===== config.mk =====
export PLATFORM = sky130hd
export DESIGN_NAME = seven_seg_scan_driver
export DESIGN_NICKNAME = d
export VERILOG_FILES = /design/src/rtl/seven_seg_pkg.sv /design/src/rtl/hex_to_seg.sv /design/src/rtl/seven_seg_scan_driver.sv
export SDC_FILE = /design/constraint.sdc
export NUM_CORES = 1
export LEC_CHECK = 0
export ABC_AREA = 1
export CORE_UTILIZATION = 45
export CTS_CLUSTER_SIZE = 10
export DETAILED_ROUTE_END_ITERATION = 8
export PLACE_DENSITY = 0.78
export SLEW_MARGIN = 20
export SYNTH_ARGS = -nofsm -noshare
export SYNTH_HDL_FRONTEND = slang
export SYNTH_SLANG_ARGS = --single-unit

===== constraint.sdc =====
create_clock -name clk -period 2.12 [get_ports clk]
set_clock_uncertainty 0.2 [all_clocks]
set_input_delay 0.53 -clock clk [delete_from_list [all_inputs] [get_ports clk]]
set_output_delay 0.53 -clock clk [all_outputs]
set_load 0.005 [all_outputs]

===== src/rtl/seven_seg_pkg.sv =====
// seven_seg_pkg: shared segment constants, decode table and index-width helper for the scan driver.
package seven_seg_pkg;
  localparam logic [0:6] SEG_BLANK = 7'b1111111;
  localparam logic [0:6] SEG_LUT [16] = '{
    7'b0000001, 7'b1001111, 7'b0010010, 7'b0000110,
    7'b1001100, 7'b0100100, 7'b0100000, 7'b0001111,
    7'b0000000, 7'b0000100, 7'b0001000, 7'b1100000,
    7'b0110001, 7'b1000010, 7'b0110000, 7'b0111000
  };
  function automatic int idx_width(input int n);
    return n > 1 ? $clog2(n) : 1;
  endfunction
endpackage


===== src/rtl/hex_to_seg.sv =====
// hex_to_seg: active-low a..g decoder; any nibble not matching a table entry (e.g. unknown) decodes to blank.
module hex_to_seg
  import seven_seg_pkg::*;
(
  input  logic [3:0] i_hex,
  output logic [0:6] o_seg
);
  always_comb begin
    o_seg = SEG_BLANK;
    for (int i = 0; i < 16; i++) if (i_hex == 4'(i)) o_seg = SEG_LUT[i];
  end
endmodule


===== src/rtl/seven_seg_scan_driver.sv =====
// seven_seg_scan_driver: time-multiplexed common-anode driver with frame-synchronous shadow register.
// Define SEVEN_SEG_LEADING_ZERO_BLANK_EN to blank digits above the most significant nonzero nibble.
module seven_seg_scan_driver
  import seven_seg_pkg::*;
#(
  parameter int NUM_DIGITS  = 4,
  parameter int REFRESH_DIV = 50000
) (
  input  logic                    clk,
  input  logic                    rst,
  input  logic [4*NUM_DIGITS-1:0] value,
  input  logic                    load,
  input  logic [NUM_DIGITS-1:0]   digit_en,
  output logic [0:6]              seg,
  output logic [NUM_DIGITS-1:0]   an,
  output logic                    frame_done
);
  localparam int PW = idx_width(REFRESH_DIV);
  localparam int IW = idx_width(NUM_DIGITS);
  logic [PW-1:0]           r_presc;
  logic [IW-1:0]           r_idx;
  logic [4*NUM_DIGITS-1:0] r_shadow;
  logic [4*NUM_DIGITS-1:0] r_staging;
  logic                    r_pending;
  logic                    w_tick;
  logic                    w_wrap;
  logic                    w_show;
  logic [3:0]              w_nib;
  logic [0:6]              w_dec;
  assign w_tick = r_presc == PW'(REFRESH_DIV - 1);
  assign w_wrap = w_tick && r_idx == IW'(NUM_DIGITS - 1);
  assign w_nib  = r_shadow[{r_idx, 2'b00} +: 4];
  hex_to_seg u_dec (.i_hex(w_nib), .o_seg(w_dec));
`ifdef SEVEN_SEG_LEADING_ZERO_BLANK_EN
  logic [IW-1:0] w_msd;
  always_comb begin
    w_msd = '0;
    for (int i = 1; i < NUM_DIGITS; i++) if (r_shadow[4*i +: 4] != 4'h0) w_msd = IW'(i);
  end
  assign w_show = digit_en[r_idx] && r_idx <= w_msd;
`else
  assign w_show = digit_en[r_idx];
`endif
  always_ff @(posedge clk or posedge rst) begin
    if (rst) begin
      r_presc    <= '0;
      r_idx      <= '0;
      r_shadow   <= '0;
      r_staging  <= '0;
      r_pending  <= 1'b0;
      an         <= '1;
      seg        <= SEG_BLANK;
      frame_done <= 1'b0;
    end else begin
      r_presc    <= w_tick ? '0 : r_presc + 1'b1;
      if (w_tick) r_idx <= w_wrap ? '0 : r_idx + 1'b1;
      frame_done <= w_wrap;
      if (load) r_staging <= value;
      // a load on the wrap edge bypasses staging so nothing is left pending
      r_pending  <= w_wrap ? 1'b0 : (load | r_pending);
      if (w_wrap && (load || r_pending)) r_shadow <= load ? value : r_staging;
      an         <= w_show ? ~(NUM_DIGITS'(1) << r_idx) : '1;
      seg        <= w_show ? w_dec : SEG_BLANK;
    end
  end
endmodule


==> run_results.csv <==
group,metric,value,unit
synthesis,avgSynthCellArea,8.31,um^2
clock_network,cts_max_level,3,
timing,setup-tns-final,0,ns
detailed_routing,avgViaCountPerCell,5.03,
critical_path,rr_endpoint,"r_shadow[11]$_DFFE_PP0P_",
place,portBuffers,34,
timing,holdWs,0.267,ns
synthesis,syn_inst,366,
clock_network,cts_root_buffer,"clkbuf_8",
critical_path,path_max_fanout,1,
detailed_routing,vias,2467,
detailed_routing,ant_nets,0,
pwr,static-leakage-power,1.87,nW
clock_network,clk_latency,0.35,ns
critical_path,reg2reg_slack,0.28,ns
finish,final_cell_count_no_fill,490,
global_route,grt_remaining_overflow,0,
detailed_routing,drc,10,
die,rows,29,
pwr,ir_drop,0.324,mV
finish,final_common_cell,"nand2_1",
place,hpwl,4.32,mm
synthesis,syn-num-nets,394,
finish,final_core_util,0.576,
critical_path,arrival,1.35,ns
critical_path,crit_slowest_cell,"dfstp_2",
clock_network,path_clk_slew,0.07,ns
timing,slew_violations,0,
timing,relSlewSlack,0.753,
worst_hold_path,holdPathEnd,"r_presc[0]$_DFF_PP0_",
job,cap_violations,0,
global_route,grt_use_total,0.196,
die,die-area,7090,um^2
pwr,fin_total_pwr,0.00243,W
clock_network,clk_path_buf_depth,2,
critical_path,crit_path_start_kind,"register",
clock_network,cts_tree,"yes",
status,status,"finished with violations",
finish,final_cell_mix,"nand2_1, dfrtp_1, clkdlybuf4s50_1, inv_1, nand3_1",
global_route,grt_pass1_vias,2411,
global_route,grt_pass1_wl,10.9,mm
die,io_pins,35,
detailed_routing,drt_iter0_markers,176,
critical_path,r2r_cells,8,
clock_network,cts_setup_buffers,0,
detailed_routing,wl_per_cell,12.4,um
worst_hold_path,worstHoldPathType,"reg -> reg",
clock_network,cts_inserted_buffers,9,
detailed_routing,wl,6.07,mm
critical_path,critPathBufInv,1,
timing,setup_viol,0,
global_route,antenna_found_initial,0,
synthesis,seq_area_frac_synth,0.523,
timing,rsz0062_at_grt,"false",
critical_path,path_cells,"clkdlybuf4s50_1",
timing,hold_viol,0,
critical_path,worstReg2RegStart,"r_presc[0]$_DFF_PP0_",
worst_hold_path,whs_path_depth,1,
critical_path,required,1.39,ns
synthesis,ys_seq_elements,63,
clock_network,hold_buffers,0,
place,dp_cells,474,
critical_path,slowest_delay,0.52,ns
pwr,p_per_area,658,nW/um^2
synthesis,ys_warn_count,0,
finish,syn2layout_area_growth,21.6,%
clock_network,clock_sinks,63,
finish,diodes,0,
synthesis,synth.distinct_cells,30,
critical_path,endpoint_kind,"output pin",
timing,fin_crit_sh,0.982,
status,failed_checks,"DRC",
die,start_util,0.474,
timing,worst_pin_slew,0.370,ns
clock_network,post_cts_resized,0,
worst_hold_path,hp-start,"r_presc[0]$_DFF_PP0_",
global_route,grt_max_degree,64,
die,die_w,84.2,um
detailed_routing,drt_first_pass_iters,6,
timing,max_clock_freq,0.480,GHz
critical_path,path_delay_family,"flip-flops",
finish,fin_nets,436,
place,globalplace.congestion,0.866,
die,core,6420,um^2
synthesis,synth_area,3040,um^2
die,die_y,84.2,um
timing,period_needed,2.08,ns
finish,drive_above_1_share,0.123,
critical_path,crit_type,"reg -> out",
-- state kept, by name, summed over array words and instances (netlist names) --
register	count
r_idx	2
seg	7
r_pending	1
r_staging	16
an	4
r_presc	16
r_shadow	16
frame_done	1
-- report_power, final --
group	internal [W]	switching, W	leakage [nW]
logic	0.0000696	0.0000702	0.980
registers	0.00124	0.00000894	0.794
clock network	0.000572	0.000472	0.0916
-- how the worst max path moves through the flow --
stage | startpoint | endpoint | slack (ns) | cells past startpoint
floorplan | r_presc[0]$_DFF_PP0_ | r_shadow[0]$_DFFE_PP0P_ | 0.43 | 9
global placement | load | r_shadow[14]$_DFFE_PP0P_ | 0.15 | 5
detailed placement | load | r_shadow[3]$_DFFE_PP0P_ | 0.09 | 5
CTS | seg[0]$_DFF_PP1_ | seg[0] | 0.01 | 1
global route | seg[4]$_DFF_PP1_ | seg[4] | 0.003 | 1
finish | seg[1]$_DFF_PP1_ | seg[1] | 0.04 | 1
-- metrics by stage --
stage	worst slack, ns	area (um^2)
5_1_grt	0.00287	3700
4_1_cts	0.0110	3690
3_5_place_dp	0.0877	3500
3_3_place_gp	0.150	3500
2_1_floorplan	0.433	3050
6_report	0.0372	3700
-- metal layers --
metal,track usage,wire length (um),vias to the layer above
met1,0.262,2920,1163
li1,-,-,1246
met3,0.0482,222,12
met2,0.303,2780,46
met4,0.0956,155,0
met5,0,0,-
-- cells by family after synthesis --
kind of cell,count (synthesis),synth area share
buffers and inverters,45,0.0638
adder cells (fa/ha/maj),5,0.0206
XOR/XNOR,9,0.0259
AND/OR/NAND/NOR,229,0.341
flip-flops,63,0.523
AO/OA/AOI/OAI,15,0.0259
-- synthesized netlist by cell type --
master / number / share of area
a21oi_1: 1 / 0.0016
buf_2: 8 / 0.013
buf_4: 2 / 0.0049
buf_6: 1 / 0.0037
clkbuf_1: 2 / 0.0025
dfrtp_1: 52 / 0.43
dfstp_2: 11 / 0.095
ha_1: 5 / 0.021
inv_1: 27 / 0.033
inv_2: 5 / 0.0062
nand2_1: 154 / 0.19
nand2_2: 1 / 0.0021
nand3_1: 22 / 0.036
nand3_2: 1 / 0.0033
nand3_4: 1 / 0.0058
nand4_1: 21 / 0.043
nand4_4: 1 / 0.0070
nor2_1: 18 / 0.022
nor2_4: 1 / 0.0037
nor2_8: 1 / 0.0066
nor3_1: 3 / 0.0049
nor3_2: 2 / 0.0066
nor3_4: 1 / 0.0053
o211ai_1: 1 / 0.0025
o21ai_0: 11 / 0.018
o21ai_1: 1 / 0.0016
o22ai_1: 1 / 0.0021
or2_0: 2 / 0.0041
xnor2_1: 1 / 0.0029
xor2_1: 8 / 0.023
-- cell type report --
class                   count  area [um^2]
fillers                   574         2720
well taps                  77         96.3
clock inverters             5         57.6
inverters                  32          124
multi-input cells         258         1260
clock buffers              11          141
flip-flops and latches     63         1590
repair buffers             44          433
(Power assumes the default switching activity.)
